$ cat config.mk
export PLATFORM = sky130hd
export DESIGN_NAME = uart_tx_frame
export DESIGN_NICKNAME = d
export VERILOG_FILES = /design/src/rtl/uart_tx_frame.sv
export SDC_FILE = /design/constraint.sdc
export NUM_CORES = 1
export LEC_CHECK = 0
export BUFFER_PORTS_ARGS = -buffer_cell sky130_fd_sc_hd__buf_2
export CAP_MARGIN = 20
export CORE_MARGIN = 3
export CORE_UTILIZATION = 35
export DETAILED_ROUTE_END_ITERATION = 12
export MAX_ROUTING_LAYER = met4
export PLACE_DENSITY = 0.63
export SLEW_MARGIN = 5
export SYNTH_ARGS = -nofsm -noshare
export SYNTH_HDL_FRONTEND = slang
export SYNTH_SLANG_ARGS = --single-unit
$ cat constraint.sdc
create_clock -name clock -period 3 [get_ports clock]
set_input_delay 0.3 -clock clock [delete_from_list [all_inputs] [get_ports clock]]
set_output_delay 0.3 -clock clock [all_outputs]
set_load 0.01 [all_outputs]
$ cat src/rtl/uart_tx_frame.sv
// UART frame transmitter: start bit, LSB-first data, optional parity, 1-2 stop bits.
// Valid/ready handshake; a word offered in the done cycle starts the next frame with no gap.
module uart_tx_frame #(
  parameter int unsigned ClockFrequency = 1000000,
  parameter int unsigned BaudRate       = 9600,
  parameter int unsigned NrOfDataBits   = 8,
  parameter int unsigned ParityMode     = 0,
  parameter int unsigned NrOfStopBits   = 1
) (
  input  logic                    clock,
  input  logic                    reset,
  input  logic                    dataValid,
  input  logic [NrOfDataBits-1:0] dataBits,
  output logic                    dataReady,
  output logic                    busy,
  output logic                    done,
  output logic                    tx
);

  localparam int unsigned BitClocks  = ClockFrequency / BaudRate;
  localparam int unsigned StopClocks = NrOfStopBits * BitClocks;
  localparam int unsigned CntW       = $clog2(StopClocks);
  localparam int unsigned IdxW       = $clog2(NrOfDataBits);
  localparam bit          ParityEn   = (ParityMode == 1) || (ParityMode == 2);
  localparam bit          ParityOdd  = (ParityMode == 2);

  localparam logic [CntW-1:0] BitLoad  = CntW'(BitClocks - 1);
  localparam logic [CntW-1:0] StopLoad = CntW'(StopClocks - 1);
  localparam logic [IdxW-1:0] LastIdx  = IdxW'(NrOfDataBits - 1);

  typedef enum logic [2:0] {
    IDLE,
    START,
    DATA,
    PARITY,
    STOP
  } state_t;

  state_t                  state_q, state_d;
  logic [CntW-1:0]         cnt_q, cnt_d;
  logic [IdxW-1:0]         idx_q, idx_d;
  logic [NrOfDataBits-1:0] shift_q, shift_d;
  logic                    par_q, par_d;
  logic                    tx_q, tx_d;
  logic                    busy_q, busy_d;
  logic                    done_q, done_d;
  logic                    ready_q, ready_d;
  logic                    accept;
  logic                    launch;

  assign accept = dataValid & ready_q;

  // State and output registers; reset forces the line idle immediately.
  always_ff @(posedge clock or negedge reset) begin
    if (!reset) begin
      state_q <= IDLE;
      cnt_q   <= '0;
      idx_q   <= '0;
      shift_q <= '0;
      par_q   <= 1'b0;
      tx_q    <= 1'b1;
      busy_q  <= 1'b0;
      done_q  <= 1'b0;
      ready_q <= 1'b0;
    end else begin
      state_q <= state_d;
      cnt_q   <= cnt_d;
      idx_q   <= idx_d;
      shift_q <= shift_d;
      par_q   <= par_d;
      tx_q    <= tx_d;
      busy_q  <= busy_d;
      done_q  <= done_d;
      ready_q <= ready_d;
    end
  end

  // Next-state logic; outputs are computed one cycle ahead so they leave registers.
  always_comb begin
    state_d = state_q;
    cnt_d   = (cnt_q != '0) ? cnt_q - CntW'(1) : cnt_q;
    idx_d   = idx_q;
    shift_d = shift_q;
    par_d   = par_q;
    tx_d    = tx_q;
    busy_d  = busy_q;
    done_d  = 1'b0;
    ready_d = 1'b0;
    launch  = 1'b0;

    unique case (state_q)
      IDLE: begin
        tx_d    = 1'b1;
        busy_d  = 1'b0;
        ready_d = 1'b1;
        launch  = accept;
      end
      START: begin
        if (cnt_q == '0) begin
          state_d = DATA;
          cnt_d   = BitLoad;
          idx_d   = '0;
          tx_d    = shift_q[0];
        end
      end
      DATA: begin
        if (cnt_q == '0) begin
          cnt_d = BitLoad;
          if (idx_q == LastIdx) begin
            if (ParityEn) begin
              state_d = PARITY;
              tx_d    = par_q;
            end else begin
              state_d = STOP;
              tx_d    = 1'b1;
              cnt_d   = StopLoad;
            end
          end else begin
            idx_d   = idx_q + IdxW'(1);
            shift_d = shift_q >> 1;
            tx_d    = shift_q[1];
          end
        end
      end
      PARITY: begin
        if (cnt_q == '0) begin
          state_d = STOP;
          tx_d    = 1'b1;
          cnt_d   = StopLoad;
        end
      end
      STOP: begin
        // The cycle before the last stop clock arms done and ready for the final clock.
        if (cnt_q == CntW'(1)) begin
          done_d  = 1'b1;
          ready_d = 1'b1;
        end
        if (cnt_q == '0) begin
          if (accept) begin
            launch = 1'b1;
          end else begin
            state_d = IDLE;
            tx_d    = 1'b1;
            busy_d  = 1'b0;
            ready_d = 1'b1;
          end
        end
      end
      default: begin
        state_d = IDLE;
        tx_d    = 1'b1;
        busy_d  = 1'b0;
      end
    endcase

    if (launch) begin
      state_d = START;
      cnt_d   = BitLoad;
      shift_d = dataBits;
      par_d   = ParityOdd ? ~(^dataBits) : ^dataBits;
      tx_d    = 1'b0;
      busy_d  = 1'b1;
      ready_d = 1'b0;
    end
  end

  assign tx        = tx_q;
  assign busy      = busy_q;
  assign done      = done_q;
  assign dataReady = ready_q;

endmodule

==> results_dict.tcl, run 1 <==
set metrics [dict create \
    syn-mean-instance-area_sq_um 9.77 \
    antenna_found_initial 0 \
    p_per_area_nw_per_um2 805 \
    syn_nets 158 \
    max_freq_mhz 446 \
    yosys_most_used_dff "dfrtp_1" \
    hold_path_class "in -> async" \
    ios 15 \
    layout-drive-gt1-share 0.176 \
    worst_slew_pin_slew_ns 0.585 \
    synth_area_sq_um 1390 \
    clock_sinks 25 \
    dieArea_sq_um 4760 \
    clkTransAtPathRegs_ns 0.09 \
    drc 0 \
    design.core.area_sq_um 3740 \
    avgRoutedWirePerCell_um 15.1 \
    place_congestion 0.810 \
    relSlewSlack 0.610 \
    cts_buffers 3 \
    cp-startpoint "cnt_q[2]" \
    yosysWarnings 0 \
    synth_cell_types 47 \
    timing.final.max_slew_violations 0 \
    drt-initial-drc-count 30 \
    dp_hpwl_um 2140 \
    ys_async_sr_fraction 1.00 \
    synth_area_leader_cell "dfrtp_1" \
    synthTopCellsByArea "dfrtp_1 43%, mux2i_1 5.0%, o21ai_0 4.7%" \
    clock_latency_ns 0.27 \
    skew_ns 0.00259 \
    period_needed_ns 2.24 \
    ant_nets 0 \
    startpoint_type "register" \
    worstSetupPathType "reg -> reg" \
    layoutNonFillerInstCount 201 \
    gr-usage-all-layers 0.152 \
    nets 170 \
    rows 22 \
    ys_seq_elements 25 \
    tritoncts "yes" \
    die_x_um 69.0 \
    fin_tns_setup_ns 0 \
    vias_per_cell 5.52 \
    drv_cap 0 \
    portBuffers 14 \
    status "complete, no violations" \
    r2r-start "cnt_q[2]" \
    synth_edf_count 0 \
    leakage_nw 0.706 \
    synthCells 142 \
    synth.cells.most_frequent "24 x dfrtp_1, 13 x o21ai_0, 10 x nand2_1" \
    yosysMostFrequentCell "dfrtp_1" \
    synth.top_cell.area_share 0.433 \
    die_h_um 69.0 \
    ir_drop_uv 301 \
    start_util 0.371 \
    cp-end-kind "register" \
    critical_path.max_fanout 13 \
    ff_latch_area_sq_um 627 \
    rsz0062_at_grt "false" \
    hold_viol_final 0 \
    cts_max_path_buffers 2 \
    grt_pass1_wl_um 5240 \
    drtPass1Iterations 4 \
    placed_cells_incl_taps 197 \
    cts-hold-fix-buffers 0 \
    multiInputGateArea_sq_um 691 \
    routed_wl_um 3040 \
    overflow 0 \
    fillers 394 \
    area_growth_pct 10.6 \
    grt_pass1_vias 1114 \
    cp.arrival_ns 2.38 \
    antennaDiodeCount 0 \
    whs_ns 0.00348 \
    crit_required_ns 3.14 \
    post-route-period-util 0.747 \
    cts_setup_buffers 0 \
    yosysSeqAreaShare 0.452 \
    setup_viol 0 \
    grt_max_degree 26 \
    cts_resized 0 \
    vias 1109 \
    htree_levels 1 \
    root_buffer "clkbuf_8" \
]
[logic make-up (layout without fill, tap and decap cells)]
kind of cell	count (synthesis)	in the layout	share of synthesized area
simple gates	46	46	0.192
compound gates	39	39	0.187
flops	25	25	0.452
buf+inv	17	28	0.0550
mux	7	7	0.0505
fa+ha+maj	5	5	0.0451
xor+xnor	3	3	0.0189
[area by class of cell]
| cell class | count | area share |
|---|---|---|
| sequential | 25 | 0.408 |
| inverter | 9 | 0.0220 |
| clock buffer | 3 | 0.0269 |
| tap | 48 | 0.0391 |
| multi-input combinational | 100 | 0.450 |
| clock inverter | 1 | 0.00326 |
| timing repair buffer | 15 | 0.0505 |
[layout by cell type, fill, tap and decap left out, drive strengths merged, types with 2 or more instances in the layout]
cell type   n
ha          5
buf        15
nor3        2
nor2b       2
o21ai      15
inv         9
o41ai       2
xor2        2
nand2      10
a22o        2
a31oi       2
or4         2
or3         2
mux2i       7
and3        2
a21o        2
nor3b       2
clkbuf      3
dfrtp      24
nand3       9
a21oi       5
nor2        7
nor4        3
[metrics by stage]
stage	power [mW]	setup slack, ns	utilization	instance area [sq um]
CTS	1.24	0.765	0.410	1540
global route	1.35	0.582	0.410	1540
finish	1.24	0.759	0.410	1540
detailed placement	1.03	0.764	0.398	1490
floorplan	0.909	1.18	-	1390
global placement	1.01	0.836	0.398	1490
[flip-flops by register name, summed over array words and instances (netlist names)]
register and flops:
tx 1, cnt_q 7, state_q 3, done 1
idx_q 3, shift_q 8, dataReady 1, busy 1
[where the power goes]
| group | leakage, nW | switching [mW] | internal (mW) | total, mW |
|---|---|---|---|---|
| Clock | 0.0255 | 0.107 | 0.0930 | 0.200 |
| Combinational | 0.373 | 0.224 | 0.197 | 0.421 |
| Sequential | 0.308 | 0.148 | 0.466 | 0.614 |
[worst max-delay path: stages (launching register included)]
cell,delay [ns]
dfrtp_1,0.46
or4_4,0.60
o21ai_2,0.51
and2_1,0.38
o21ai_0,0.16
[per-layer routing]
metal	GRT usage	share of wire
met1	0.196	0.47
met2	0.233	0.46
met3	0.0405	0.057
met4	0.0487	0.016
met5	-	0
[worst paths after layout]
path / endpoint / cells past startpoint / slack, ns
max: shift_q[4] / 4 / 0.76
min: busy / 1 / 0.003
max reg2reg: shift_q[4] / 4 / 0.76
min reg2reg: dataReady / 1 / 0.49
max in group asynchronous: tx / 1 / 2.63
min in group clock: dataReady / 2 / 0.23
Power figures use the tool's default switching activity.
==> run 2, diff against run 1 <==
--- a/config.mk
+++ b/config.mk
@@ -11,7 +11,7 @@
 export CORE_UTILIZATION = 35
 export DETAILED_ROUTE_END_ITERATION = 12
 export MAX_ROUTING_LAYER = met4
-export PLACE_DENSITY = 0.63
+export PLACE_DENSITY = 0.65
 export SLEW_MARGIN = 5
 export SYNTH_ARGS = -nofsm -noshare
 export SYNTH_HDL_FRONTEND = slang
==> constraint.sdc (replaced) <==
create_clock -name clock -period 2.05 [get_ports clock]
set_input_delay 0.205 -clock clock [delete_from_list [all_inputs] [get_ports clock]]
set_output_delay 0.205 -clock clock [all_outputs]
set_load 0.01 [all_outputs]
==> run 2 against run 1 <==
Effect of this change: fmax increased by 23%; combinational power increased by 57%; count of clock-buffer cells in the layout increased by 1; via count decreased by 1.1%; final area increased by 4.4%; critical path depth increased by 2; clock power increased by 47%; die area unchanged; power increased by 48%; critical path type unchanged; critical endpoint is now shift_q[0]; largest power group unchanged.
==> results_dict.tcl, run 2 (synthesis results as in run 1) <==
set metrics [dict create \
    pwr-share-comb 0.362 \
    placed_cells_incl_taps 204 \
    cts_max_path_buffers 2 \
    p_clk_frac 0.161 \
    drt-initial-drc-count 20 \
    grt_max_degree 26 \
    die_x_um 69.0 \
    drc 0 \
    leakage_nw 0.743 \
    design.core.area_sq_um 3740 \
    antenna_found_initial 0 \
    crit_path_top_delay_cell "dfrtp_1" \
    hold_path_class "in -> reg" \
    largestRegisters "shift_q (8), cnt_q (7)" \
    crit_chain "ha_1 > ha_1 > nor4b_2 > nand3_2 > o21ai_0 > a22o_1" \
    relSlewSlack 0.637 \
    cp.arrival_ns 2.03 \
    power_mw 1.82 \
    startpoint_type "register" \
    regMostFlops "shift_q" \
    routed_wl_um 2860 \
    grt_pass1_wl_um 4860 \
    rsz0062_at_grt "false" \
    vias_per_cell 5.25 \
    max_freq_mhz 548 \
    avgRoutedWirePerCell_um 13.7 \
    p_seq_frac 0.477 \
    vias 1097 \
    worstSetupPathType "reg -> reg" \
    period_needed_ns 1.82 \
    post-route-period-util 0.890 \
    drv_cap 0 \
    die_h_um 69.0 \
    place_congestion 0.839 \
    layout_common_cells "24 x dfrtp_1, 14 x buf_2, 13 x o21ai_0" \
    htree_levels 1 \
    worst_slew_pin_slew_ns 0.544 \
    grt_pass1_vias 1101 \
    fin_util 0.428 \
    overflow 0 \
    ant_nets 0 \
    timing.final.max_slew_violations 0 \
    clock_latency_ns 0.27 \
    clock_sinks 25 \
    layoutNonFillerInstCount 209 \
    dieArea_sq_um 4760 \
    area_growth_pct 15.5 \
    ios 15 \
    skew_ns 0.00436 \
    clkTransAtPathRegs_ns 0.09 \
    gr-usage-all-layers 0.138 \
    setup_viol 0 \
    worst_path_most_repeated_cell "ha_1" \
    portBuffers 14 \
    intPower_mw 1.14 \
    nets 178 \
    largest_register_ff_count 8 \
    ir_drop_uv 556 \
    tritoncts "yes" \
    switching_share 0.373 \
    cp-end-kind "register" \
    rows 22 \
    antennaDiodeCount 0 \
    p_per_area_nw_per_um2 1140 \
    status "complete, no violations" \
    cts_buffers 3 \
    fin_tns_setup_ns 0 \
    dp_hpwl_um 2110 \
    netSwitchingPower_mw 0.681 \
    critical_path.max_fanout 8 \
    slowest_delay_ns 0.41 \
    hold_viol_final 0 \
    drtPass1Iterations 4 \
    root_buffer "clkbuf_8" \
    whs_ns 0.130 \
    start_util 0.371 \
    crit_required_ns 2.25 \
    layout-drive-gt1-share 0.211 \
    final_common_cell "dfrtp_1" \
]
## run 2: changes by cell type in the layout (fill, tap and decap cells not counted), sizes merged
cell         delta
buf             +7
clkbuf          +1
clkinv          -1
dlygate4sd3     +1
## run 2: critical path, delay by kind of cell, from the launching register on
kind	cells	cell delay [ns]
fa+ha+maj	2	0.42
simple gates	2	0.54
flops	1	0.41
compound gates	2	0.40
## run 2: power groups by stage
| stage | logic, mW | registers [mW] | clock network, mW |
|---|---|---|---|
| final | 0.660 | 0.870 | 0.293 |
| after global routing | 0.748 | 0.901 | 0.325 |
| after CTS | 0.669 | 0.871 | 0.305 |
| after detailed placement | 0.658 | 0.880 | 0 |
| after global placement | 0.643 | 0.870 | 0 |
| after floorplan | 0.495 | 0.836 | 0 |
## run 2: per-stage QoR
step,setup WS (ns),area [sq um]
after floorplan,0.225,1390
after CTS,0.0755,1600
after global routing,0.0762,1600
final,0.225,1600
after global placement,0.171,1540
after detailed placement,0.127,1540
## run 2: final cells by class
class	count	area, sq um
Fill cell	396	2140
Sequential cell	25	627
Tap cell	48	60.1
Multi-Input combinational cell	100	697
Inverter	9	33.8
Timing Repair Buffer	23	140
Clock buffer	4	45.0
## run 2: final timing paths
path / from / endpoint / slack [ns] / cells past startpoint
min: dataValid / dataReady / 0.13 / 2
min in group asynchronous: reset / cnt_q[0] / 0.45 / 2
max reg2reg: idx_q[0] / shift_q[0] / 0.23 / 6
max: idx_q[0] / shift_q[0] / 0.23 / 6
max in group asynchronous: reset / tx / 1.23 / 2
min reg2reg: dataReady / dataReady / 0.48 / 1
## run 2: repair_timing
item / 4_1_cts / 5_1_grt
buffers inserted: 0 / 0
hold endpoints to repair: 24 / 0
hold buffers: 1 / 0
setup endpoints to repair: 0 / 7
gates resized for setup: 0 / 1
## run 2: metal layers
layer	wire, um	vias to the layer above	part of all wire	GRT usage
met5	0	-	0	-
met4	19	0	0.0067	0.0365
met3	91	2	0.032	0.0227
met2	1390	15	0.49	0.235
met1	1350	523	0.47	0.171
li1	-	557	-	-
